## config.mk

```make
export PLATFORM = sky130hd
export DESIGN_NAME = uart_rx
export DESIGN_NICKNAME = d
export VERILOG_FILES = /design/src/rtl/uart_pkg.sv /design/src/rtl/uart_sync2.sv /design/src/rtl/uart_rx.sv
export SDC_FILE = /design/constraint.sdc
export NUM_CORES = 1
export LEC_CHECK = 0
export CORE_UTILIZATION = 55
export CTS_CLUSTER_SIZE = 14
export DETAILED_ROUTE_END_ITERATION = 10
export PLACE_DENSITY = 0.78
export SETUP_SLACK_MARGIN = 0.02
export SYNTH_ARGS = -nofsm -noshare
export SYNTH_HDL_FRONTEND = slang
export SYNTH_HIERARCHICAL = 1
export SYNTH_SLANG_ARGS = --single-unit
export TNS_END_PERCENT = 100
```

## constraint.sdc

```tcl
create_clock -name clk_50M -period 2.32 [get_ports clk_50M]
set_input_delay 0.232 -clock clk_50M [delete_from_list [all_inputs] [get_ports clk_50M]]
set_output_delay 0.232 -clock clk_50M [all_outputs]
set_load 0.005 [all_outputs]
```

## src/rtl/uart_pkg.sv

```systemverilog
// Shared UART constants and receiver state encoding.
// The bit timing is common to the transmitter and the receiver.
package uart_pkg;

    localparam int CLKS_PER_BIT = 434;
    localparam int HALF_BIT     = CLKS_PER_BIT / 2 - 1;
    localparam int CNT_W        = $clog2(CLKS_PER_BIT);

    localparam int   DATA_BITS  = 8;
    localparam int   BIT_W      = $clog2(DATA_BITS);
    localparam logic STOP_LEVEL = 1'b1;

    typedef enum logic [2:0] {
        IDLE  = 3'd0,
        START = 3'd1,
        DATA  = 3'd2,
        STOP  = 3'd3,
        BREAK = 3'd4
    } uart_state_e;

endpackage

```

## src/rtl/uart_sync2.sv

```systemverilog
// Two-flop synchronizer for a single asynchronous input.
// The reset value is a parameter so an idle-high line comes out of reset idle.
module uart_sync2 #(
    parameter logic RESET_VAL = 1'b1
) (
    input  logic clk_50M,
    input  logic rst_n,
    input  logic d,
    output logic q
);

    logic meta;

    always_ff @(posedge clk_50M or negedge rst_n) begin
        if (!rst_n) begin
            meta <= RESET_VAL;
            q    <= RESET_VAL;
        end else begin
            meta <= d;
            q    <= meta;
        end
    end

endmodule

```

## src/rtl/uart_rx.sv

```systemverilog
// 8N1 UART receiver: mid-bit sampling from a start-edge-aligned counter,
// one-cycle valid / frame_err strobes, and break absorption after a bad stop bit.
module uart_rx
    import uart_pkg::*;
(
    input  logic        clk_50M,
    input  logic        rst_n,
    input  logic        rx,
    output logic [7:0]  data,
    output logic        valid,
    output logic        frame_err,
    output logic        busy,
    output uart_state_e state_dbg
);

    // valid/frame_err are strobes with no ready: the consumer must take data in
    // the cycle valid is high, because the next good frame overwrites it.

    logic                 rx_s;
    uart_state_e          state_q, state_d;
    logic [CNT_W-1:0]     cnt_q, cnt_d;
    logic [BIT_W-1:0]     bitpos_q, bitpos_d;
    logic [DATA_BITS-1:0] shift_q, shift_d;
    logic [7:0]           data_q, data_d;
    logic                 valid_q, valid_d;
    logic                 ferr_q, ferr_d;

    uart_sync2 #(.RESET_VAL(1'b1)) u_sync (
        .clk_50M (clk_50M),
        .rst_n   (rst_n),
        .d       (rx),
        .q       (rx_s)
    );

    always_ff @(posedge clk_50M or negedge rst_n) begin
        if (!rst_n) begin
            state_q  <= IDLE;
            cnt_q    <= '0;
            bitpos_q <= '0;
            shift_q  <= '0;
            data_q   <= 8'h00;
            valid_q  <= 1'b0;
            ferr_q   <= 1'b0;
        end else begin
            state_q  <= state_d;
            cnt_q    <= cnt_d;
            bitpos_q <= bitpos_d;
            shift_q  <= shift_d;
            data_q   <= data_d;
            valid_q  <= valid_d;
            ferr_q   <= ferr_d;
        end
    end

    always_comb begin
        state_d  = state_q;
        cnt_d    = cnt_q;
        bitpos_d = bitpos_q;
        shift_d  = shift_q;
        data_d   = data_q;
        valid_d  = 1'b0;
        ferr_d   = 1'b0;

        case (state_q)
            IDLE: begin
                cnt_d    = '0;
                bitpos_d = '0;
                if (!rx_s) begin
                    state_d = START;
                end
            end

            // A start bit that is gone by its mid-point was a glitch.
            START: begin
                if (cnt_q == CNT_W'(HALF_BIT)) begin
                    cnt_d    = '0;
                    bitpos_d = '0;
                    state_d  = rx_s ? IDLE : DATA;
                end else begin
                    cnt_d = cnt_q + CNT_W'(1);
                end
            end

            DATA: begin
                if (cnt_q == CNT_W'(CLKS_PER_BIT - 1)) begin
                    cnt_d            = '0;
                    shift_d[bitpos_q] = rx_s;
                    if (bitpos_q == BIT_W'(DATA_BITS - 1)) begin
                        state_d = STOP;
                    end else begin
                        bitpos_d = bitpos_q + BIT_W'(1);
                    end
                end else begin
                    cnt_d = cnt_q + CNT_W'(1);
                end
            end

            STOP: begin
                if (cnt_q == CNT_W'(CLKS_PER_BIT - 1)) begin
                    cnt_d = '0;
                    if (rx_s == STOP_LEVEL) begin
                        data_d  = shift_q;
                        valid_d = 1'b1;
                        state_d = IDLE;
                    end else begin
                        ferr_d  = 1'b1;
                        state_d = BREAK;
                    end
                end else begin
                    cnt_d = cnt_q + CNT_W'(1);
                end
            end

            // Hold here while the line stays low so a break reports only once.
            BREAK: begin
                cnt_d = '0;
                if (rx_s) begin
                    state_d = IDLE;
                end
            end

            default: begin
                state_d = IDLE;
                cnt_d   = '0;
            end
        endcase
    end

    assign data      = data_q;
    assign valid     = valid_q;
    assign frame_err = ferr_q;
    assign busy      = (state_q != IDLE);
    assign state_dbg = state_q;

endmodule

```

# Word level (Yosys, flattened, before mapping)
# Cells that the tools add are included.
[totals] word_cells=61 input_bits=3 output_inout_bits=14 reg_bits=35
[op_classes] eq_ne=14 add_sub_neg=2 magnitude_cmp=2 muxes=25 n_reduce_logical=9
[ops] operator="2-to-1 mux 3 bit" n=10
[ops] operator="2-to-1 mux 9 bit" n=2
[ops] operator="one-hot mux 9 bit (2 select lines)" n=1
[ops] operator="one-hot mux 3 bit (5 select lines)" n=1
[ops] operator="!= test 2 bit (second input constant)" n=6
[ops] operator="adder 9 x 1 -> 9 bit (second input constant)" n=1
[ops] operator="== test 9 x 8 -> 1 bit (second input constant)" n=1
[ops] operator="== test 9 bit (second input constant)" n=1
[ops] operator="one-hot mux 3 bit (3 select lines)" n=1
[ops] operator="bitwise mux 8 bit" n=1
[ops] operator="2-to-1 mux 1 bit" n=7
[ops] operator="== test 3 x 2 -> 1 bit (second input constant)" n=2
[ops] operator="== test 3 bit (second input constant)" n=2
[ops] operator="AND reduction 6 bit" n=1
[ops] operator="nonzero test 3 bit" n=2
[ops] operator="less-than comparator 3 x 4 -> 1 bit (second input constant)" n=1
[ops] operator="AND reduction 4 bit" n=1
[ops] operator="adder 3 x 1 -> 3 bit (second input constant)" n=1
[ops] operator="demux 1 bit (select 3 bit)" n=1
[ops] operator="== test 3 x 1 -> 1 bit (second input constant)" n=1
[ops] operator="greater-or-equal comparator 3 x 1 -> 1 bit (second input constant)" n=1
[ops] operator="zero test 3 bit" n=1
[ops] operator="AND reduction 3 bit" n=1
[ops] operator="2-to-1 mux 2 bit" n=1
[ops] operator="4 further kinds" n=4

# Depth between registers and ports, before layout
# Gate-level depths: netlist (run 1).
[logic_depth] ltp_word=5 mapped_depth=6 mapped_depth_nobuf=6

# Hierarchy
# The synthesis (run 1) kept the hierarchy.
[by_module_without_submodules] mod="uart_rx" cells_each=135 area_per_inst_um2=1581.5 seq_area_each_um2=825.8 n_inst=1
[by_module_without_submodules] mod="uart_sync2" cells_each=2 area_per_inst_um2=52.6 seq_area_each_um2=52.6 n_inst=1

# Least setup slack after synthesis (run 1)
# OpenSTA, ideal clock, no wires.
[synth_timing] path_type="register to register" startpoint="reg cnt_q[1]" endpoint="reg shift_q[6]" period_less_slack_ns=1.707 path_stages_with_launch=7 required_ns=2.195 setup_slack_ns=0.613 path_buffers=0 setup_time_ns=0.125 arrival_ns=1.583 path_cell_list="dfrtp_1 -> inv_1 -> ha_1 -> and4bb_2 -> nand4_1 -> nor3b_1 -> mux2_2"
[synth_via] elab_chain_len=2
[synth_rtl] element="start, declared" line="uart_rx.sv:21" text="logic [CNT_W-1:0] cnt_q, cnt_d;"
[synth_rtl] element="start signal, assigned" line="uart_rx.sv:46" text="cnt_q <= cnt_d;"
[synth_rtl] element="== test 9 bit" line="uart_rx.sv:85" text="if (cnt_q == CNT_W'(CLKS_PER_BIT - 1)) begin"
[synth_rtl] element="AND reduction 2 bit (no line)"
[synth_rtl] element="end signal, assigned" line="uart_rx.sv:48" text="shift_q <= shift_d;"
[synth_rtl] element="end, declared" line="uart_rx.sv:23" text="logic [DATA_BITS-1:0] shift_q, shift_d;"
# No other way between the ends.
# A chain may end at the register's enable or synchronous reset.

# Final worst setup path (run 1)
[layout_timing] startpoint="reg bitpos_q[0]" endpoint="reg bitpos_q[2]"
[layout_via] elab_chain_len=4 word_cells_on_any_way=7 cone_classes="add/sub (1); eq/ne (2); mux (3); reduce/logical (1)"
[layout_rtl] element="start, declared" line="uart_rx.sv:22" text="logic [BIT_W-1:0] bitpos_q, bitpos_d;"
[layout_rtl] element="start signal, assigned" line="uart_rx.sv:47" text="bitpos_q <= bitpos_d;"
[layout_rtl] element="adder 3 x 1 -> 3 bit" line="uart_rx.sv:91" text="bitpos_d = bitpos_q + BIT_W'(1);"
[layout_rtl] element="2-to-1 mux 3 bit" line="uart_rx.sv:88" text="if (bitpos_q == BIT_W'(DATA_BITS - 1)) begin"
[layout_rtl] element="2-to-1 mux 3 bit" line="uart_rx.sv:85"
[layout_rtl] element="one-hot mux 3 bit (3 select lines)" line="uart_rx.sv:64" text="case (state_q)"
# Parallel ways exist; a longest one is shown, timed or not. The select of a mux whose other input is x is not followed.

==> Implementation_results.wiki, run 1 <==
{| class="wikitable"
! Metric !! Value
|-
| Outcome || finished, final reports clean
|-
| H-Tree Level Count || 2
|-
| Area inside the core boundary || 0.00278 mm²
|-
| Die Footprint || 0.00319 mm²
|-
| HP Class || input port to asynchronous set/reset pin
|-
| Largest area contributor in the synthesized netlist || dfrtp_1
|-
| Prevailing post-synth register cell || dfrtp_1
|-
| Total Power || 957 µW
|-
| RSZ-0062 raised after global routing || no
|-
| Area of the mapped netlist || 0.00163 mm²
|-
| VDD IR max || 0.501 mV
|-
| DRT Wirelength || 2760 µm
|-
| Post-CTS Resized || 0
|-
| Number of cells after detailed placement || 180
|-
| Pin count of the biggest net entering global routing || 36
|-
| Latest clock arrival within the worst-skew pair || 0.35 ns
|-
| Worst rel slew slack || 68.0%
|-
| Area growth from synthesis to layout || 14.5%
|-
| Die extent in x || 56.5 µm
|-
| Summed negative setup slack over all endpoints || 0 ns
|-
| Crit path capture type || flop
|-
| Final hold violation count || 0
|-
| First-pass iteration count of the detailed router || 3
|-
| Ys async rst share || 100%
|-
| Register bit count reported by yosys || 35
|-
| Final weighted congestion in routability-driven placement || 0.754
|-
| Port buffer count || 16
|-
| Post-synthesis average cell area || 11.9 µm²
|-
| Root buffer cell || clkbuf_4
|-
| Global-route wire length before repair || 4840 µm
|-
| Crit-path max FO || 10
|-
| Via density per instance || 5.60
|-
| Chip Height || 56.5 µm
|-
| Clock-pin slew on the worst setup and hold paths || 0.11 ns
|-
| Global router's overall resource usage || 20.4%
|-
| Required time of the critical path || 2.57 ns
|-
| Number of enable flip-flop cells after synthesis || 0
|-
| Final std cells w/o fill || 188
|-
| CP Class || flop to flop
|-
| Arrival time worst endpoint || 2.16 ns
|-
| Post-Route Skew || 0.0107 ns
|-
| Sum of overflow across all layers after global routing || 0
|-
| Starting DRC count in detailed routing || 8
|-
| Standby leakage power || 0.000875 µW
|-
| Fraction of final layout cells with drive strength greater than 1 || 23.6%
|-
| Synth Net Count || 145
|-
| Final routed wire length divided by cell count || 14.7 µm
|-
| Critical Path Source Type || flop
|-
| Top-Level Pins || 17
|-
| Ys Warns || 6
|-
| Remaining design rule violation count || 0
|-
| Cells taking the most area after synthesis || dfrtp_1 51%, mux2_2 12%, nor2_1 3.9%, ha_1 3.8%, dfstp_2 3.2%
|-
| FMAX || 0.523 GHz
|-
| Num Clock Sinks || 35
|-
| Number of buffers inserted by hold repair at cts || 0
|-
| Detail Placement HPWL || 1930 µm
|-
| Total number of vias || 1,052
|-
| Number of global-route vias before repair || 1,061
|-
| Share of Yosys cell area claimed by the top area cell type || 50.5%
|-
| Placement Setup Slack || 0.424 ns
|-
| Number of diodes added for antenna fixing || 0
|-
| Pins Over Slew Limit || 0
|-
| Worst Max-Slew Pin Slew || 0.480 ns
|-
| Post-CTS setup buffers || 0
|-
| Tcrit/Tclk final || 82.4%
|-
| Final setup vio count || 0
|-
| Row cnt || 19
|-
| Antenna violations before repair || 0
|-
| Count of antenna-violating nets left after detailed routing || 0
|-
| Power Dens Cells || 512 mW/mm²
|-
| TritonCTS buffer count || 5
|-
| Final critical-path required period || 1.91 ns
|-
| Post-Syn Instances || 137
|-
| Effective utilization at floorplan || 58.7%
|-
| Number of buffers on the longest clock path || 2
|-
| Yosys cell types || 35
|-
| MaxCap Viol Count || 0
|-
| TritonCTS clock tree || built
|-
| Number of filler instances in the final layout || 221
|-
| Post-layout net count || 164
|-
| Post-synthesis sequential area ratio || 53.8%
|-
| Worst-case setup margin in the final layout || 0.408 ns
|}
## critical path: stages, from the launching register on
cell and delay [ns]:
dfrtp_1 0.51, ha_1 0.25, ha_1 0.18, o21a_1 0.18, a2111o_1 0.41, a22o_2 0.27
## stage by stage
stage | instance area, µm² | hold slack [ns] | utilization, %
floorplan | 1630 | -0.0636 | -
global placement | 1820 | 0.347 | 65.3
detailed placement | 1820 | 0.351 | 65.3
CTS | 1870 | 0.288 | 67.3
global route | 1870 | 0.306 | 67.3
finish | 1870 | 0.278 | 67.3
## state kept, by name, summed over array words and instances (netlist names)
name and cells:
u_sync/meta 1, valid 1, bitpos_q 3, state_dbg 3
frame_err 1, cnt_q 9, data 8, u_sync/q 1
shift_q 8
## kinds of logic after synthesis
group,after synthesis,synth area share [%]
compound gates,10,5.05
xor+xnor,7,3.75
fa+ha+maj,5,3.83
buf+inv,11,3.06
flops,35,53.8
mux,18,12.3
simple gates,51,18.2
## cells in the mapped netlist, types with 2 or more instances
library cell,n
dfrtp_1,33
mux2_2,17
nor2_1,17
nand3_1,7
xnor2_1,6
ha_1,5
inv_1,5
buf_2,4
nand2_1,4
nor3b_1,3
a21oi_1,2
a22o_2,2
and4b_1,2
and4bb_2,2
dfstp_2,2
nand2b_1,2
nand3b_1,2
nand4_1,2
nor2b_1,2
nor3_1,2
o21a_1,2
## power by group
| part | internal [µW] | total (µW) | switching, µW |
|---|---|---|---|
| Sequential | 613 | 616 | 3.48 |
| Clock | 117 | 324 | 207 |
| Combinational | 4.38 | 16.1 | 11.8 |
| Total | 734 | 957 | 223 |
## area by class of cell
cell class / count / area (µm²) / share of cell area [%]
Clock buffer: 6 / 41.3 / 2.21
Clock inverter: 2 / 12.5 / 0.669
Timing Repair Buffer: 18 / 175 / 9.36
Multi-Input combinational cell: 91 / 706 / 37.7
Tap cell: 31 / 38.8 / 2.07
Sequential cell: 35 / 878 / 47.0
Inverter: 5 / 18.8 / 1.00
## final timing paths
path | slack [ns] | to | start | depth (start not counted)
hold reg to reg | 0.37 | u_sync/q | u_sync/meta | 0
min in group clk_50M | 0.30 | u_sync/meta | rx | 1
max in group asynchronous | 1.69 | u_sync/meta | rst_n | 2
setup reg to reg | 0.41 | bitpos_q[2] | bitpos_q[0] | 5
hold / removal | 0.28 | state_dbg[2] | rst_n | 2
setup / recovery | 0.41 | bitpos_q[2] | bitpos_q[0] | 5
## cell usage in the layout, fill, tap and decap left out, types with 3 or more instances in the layout
master           synthesis  layout
xnor2_1                  6       6
nand3_1                  7       7
nand2_1                  4       4
clkdlybuf4s50_1          0      16
nor3b_1                  3       3
mux2_2                  17      17
inv_1                    5       5
dfrtp_1                 33      33
nor2_1                  17      17
clkbuf_4                 0       5
ha_1                     5       5
## routing by layer
layer  GRT usage [%]  part of all wire [%]  routed length, µm
met1            26.3                    45               1250
met2            31.3                    48               1330
met3            5.07                   4.2                117
met4            11.5                   1.9                 51
met5               0                     0                  0
Note: power is estimated with default switching activity, not from simulation.
==> run 2: changes to the inputs <==
Clock period 2.32 ns to 1.8 ns, I/O delays scaled along.
==> Implementation_results.wiki, run 2 (synthesized netlist as in run 1, its figures left out) <==
{| class="wikitable"
! Metric !! Value
|-
| Post-route cell area || 0.00204 mm² (was 0.00187 mm²)
|-
| Number of buffer and inverter stages on the critical path || 1 (was 0)
|-
| Final setup vio count || 0 (unchanged)
|-
| Via density per instance || 5.65 (was 5.60)
|-
| Worst rel slew slack || 71.2% (was 68.0%)
|-
| TritonCTS buffer count || 5 (unchanged)
|-
| Chip Height || 56.5 µm (unchanged)
|-
| Register containing the most flip-flops in the final layout || cnt_q (unchanged)
|-
| Routing usage on met3 || 5.53% (was 5.07%)
|-
| Number of diodes added for antenna fixing || 0 (unchanged)
|-
| Power Dens Cells || 673 mW/mm² (was 512 mW/mm²)
|-
| Pin count of the biggest net entering global routing || 36 (unchanged)
|-
| Number of buffers on the longest clock path || 2 (unchanged)
|-
| Antenna violations before repair || 0 (unchanged)
|-
| DRT Wirelength || 3090 µm (was 2760 µm)
|-
| CP Class || flop to flop (unchanged)
|-
| Post-layout net count || 178 (was 164)
|-
| Largest register FFs || 9 (unchanged)
|-
| Final hold violation count || 0 (unchanged)
|-
| Outcome || finished, final reports clean (unchanged)
|-
| Required time of the critical path || 2.04 ns (was 2.57 ns)
|-
| Number of filler instances in the final layout || 211 (was 221)
|-
| Most utilized layer in the global route result || met2 (unchanged)
|-
| Effective utilization at floorplan || 58.7% (unchanged)
|-
| List of cells traversed by the critical path || inv_2 > ha_1 > and4bb_2 > nand2_4 > a2111o_1 > mux2_2 (was ha_1 > ha_1 > o21a_1 > a2111o_1 > a22o_2)
|-
| Crit path capture type || flop (unchanged)
|-
| Critical Path Source Type || flop (unchanged)
|-
| Library cell contributing the largest single delay on the critical path || dfrtp_1 (unchanged)
|-
| Final critical-path required period || 1.76 ns (was 1.91 ns)
|-
| Total Power || 1370 µW (was 957 µW)
|-
| Total number of vias || 1,141 (was 1,052)
|-
| Detail Placement HPWL || 2170 µm (was 1930 µm)
|-
| Standby leakage power || 0.000969 µW (was 0.000875 µW)
|-
| Global-route wire length before repair || 5120 µm (was 4840 µm)
|-
| Most frequent standard cell in the layout excluding fill and tap cells || dfrtp_1 (unchanged)
|-
| Top-Level Pins || 17 (unchanged)
|-
| Crit-path max cell delay || 0.41 ns (was 0.51 ns)
|-
| Global router's overall resource usage || 21.7% (was 20.4%)
|-
| Final routed wire length divided by cell count || 15.3 µm (was 14.7 µm)
|-
| First-pass iteration count of the detailed router || 4 (was 3)
|-
| Worst Max-Slew Pin Slew || 0.432 ns (was 0.480 ns)
|-
| Met1 GRT Util || 26.0% (was 26.3%)
|-
| Clock-pin slew on the worst setup and hold paths || 0.11 ns (about the same)
|-
| Final weighted congestion in routability-driven placement || 0.749 (was 0.754)
|-
| VDD IR max || 0.842 mV (was 0.501 mV)
|-
| Final core area utilization || 73.4% (was 67.3%)
|-
| Root buffer cell || clkbuf_4 (unchanged)
|-
| TritonCTS clock tree || built (unchanged)
|-
| Highest-count cells in the layout ignoring fill and taps || 33 x dfrtp_1, 17 x nor2_1, 15 x mux2_2, 15 x clkdlybuf4s50_1, 15 x buf_4 (was 33 x dfrtp_1, 17 x nor2_1, 17 x mux2_2, 16 x clkdlybuf4s50_1, 7 x nand3_1)
|-
| Number of global-route vias before repair || 1,181 (was 1,061)
|-
| Row cnt || 19 (unchanged)
|-
| Num Clock Sinks || 35 (unchanged)
|-
| Remaining design rule violation count || 0 (unchanged)
|-
| CP top delay family || flip-flops (was compound AO/OA/AOI/OAI gates)
|-
| Fraction of final layout cells with drive strength greater than 1 || 33.3% (was 23.6%)
|-
| H-Tree Level Count || 2 (unchanged)
|-
| Number of buffers inserted by hold repair at cts || 0 (unchanged)
|-
| Sum of overflow across all layers after global routing || 0 (unchanged)
|-
| HP Class || input port to asynchronous set/reset pin (unchanged)
|-
| Die extent in x || 56.5 µm (unchanged)
|-
| FMAX || 0.568 GHz (was 0.523 GHz)
|-
| Port buffer count || 16 (unchanged)
|-
| MaxCap Viol Count || 0 (unchanged)
|-
| Arrival time worst endpoint || 2.00 ns (was 2.16 ns)
|-
| Starting DRC count in detailed routing || 42 (was 8)
|-
| Die Footprint || 0.00319 mm² (unchanged)
|-
| Standard cell area after detailed placement || 0.00191 mm² (was 0.00182 mm²)
|-
| Global-route track usage on met2 || 34.8% (was 31.3%)
|-
| Area growth from synthesis to layout || 24.9% (was 14.5%)
|-
| Count of antenna-violating nets left after detailed routing || 0 (unchanged)
|-
| RSZ-0062 raised after global routing || yes (was no)
|-
| Pins Over Slew Limit || 0 (unchanged)
|-
| Area inside the core boundary || 0.00278 mm² (unchanged)
|-
| Latest clock arrival within the worst-skew pair || 0.34 ns (was 0.35 ns)
|-
| Crit-path max FO || 4 (was 10)
|-
| Tcrit/Tclk final || 97.9% (was 82.4%)
|-
| Post-Route Skew || 0.0118 ns (was 0.0107 ns)
|}
[run 2: cell types whose count changed in the layout (fill, tap and decap cells not counted), sizes merged]
cell,before,now
buf,2,16
dlygate4sd2,0,1
clkinv,1,2
clkbuf,6,5
bufinv,0,1
clkdlybuf4s50,16,15
clkinvlp,1,0
[run 2: path summary, 6_finish.rpt]
path                            cells after the start        start           to  slack (ns)
min in group clk_50M                                1           rx  u_sync/meta        0.24
worst max-delay path                                6     cnt_q[1]  bitpos_q[0]        0.04
max in group asynchronous                           2        rst_n  u_sync/meta        1.24
worst max register to register                      6     cnt_q[1]  bitpos_q[0]        0.04
worst min-delay path                                2        rst_n   shift_q[4]        0.23
worst min register to register                      0  u_sync/meta     u_sync/q        0.36
[run 2: routing by layer]
| layer | part of all wire [%] | vias up | wire length [µm] |
|---|---|---|---|
| met2 | 48 | 31 | 1490 |
| met5 | 0 | - | 0 |
| met1 | 44 | 560 | 1360 |
| met3 | 5.5 | 8 | 170 |
| met4 | 2.3 | 0 | 72 |
| li1 | - | 542 | - |
[run 2: where the power goes]
group          switching, µW  internal (µW)  total [µW]
sequential             0.857            790         791
clock                    264            292         557
combinational           19.6           7.18        26.7
total                    285           1090        1370
[run 2: layout make-up]
type	instances	area, µm²	area share (%)
flip-flops and latches	35	878	43.0
inverters	5	18.8	0.920
repair buffers	32	292	14.3
multi-input cells	91	732	35.9
well taps	31	38.8	1.90
clock inverters	3	43.8	2.15
clock buffers	5	37.5	1.84
[run 2: repair_timing]
item / 4_1_cts / 5_1_grt
gates resized for setup: 3 / 5
setup endpoints to repair: 4 / 15
pin swaps: 1 / 4
buffers inserted: 0 / 2
[run 2: worst reg2reg max path: stages (launching register included)]
cell	delay (ns)
dfrtp_1	0.41
inv_2	0.06
ha_1	0.12
and4bb_2	0.29
nand2_4	0.09
a2111o_1	0.41
mux2_2	0.28
[run 2: per-stage QoR]
stage	hold WS [ns]	TNS [ns]	worst slack, ns	std cells
finish	0.232	0	0.0380	202
CTS	0.231	0	0.0214	200
floorplan	-0.116	0	0.0927	137
global placement	0.347	0	0.0784	192
global route	0.237	-0.0919	-0.0428	202
detailed placement	0.348	-0.00793	-0.00793	192
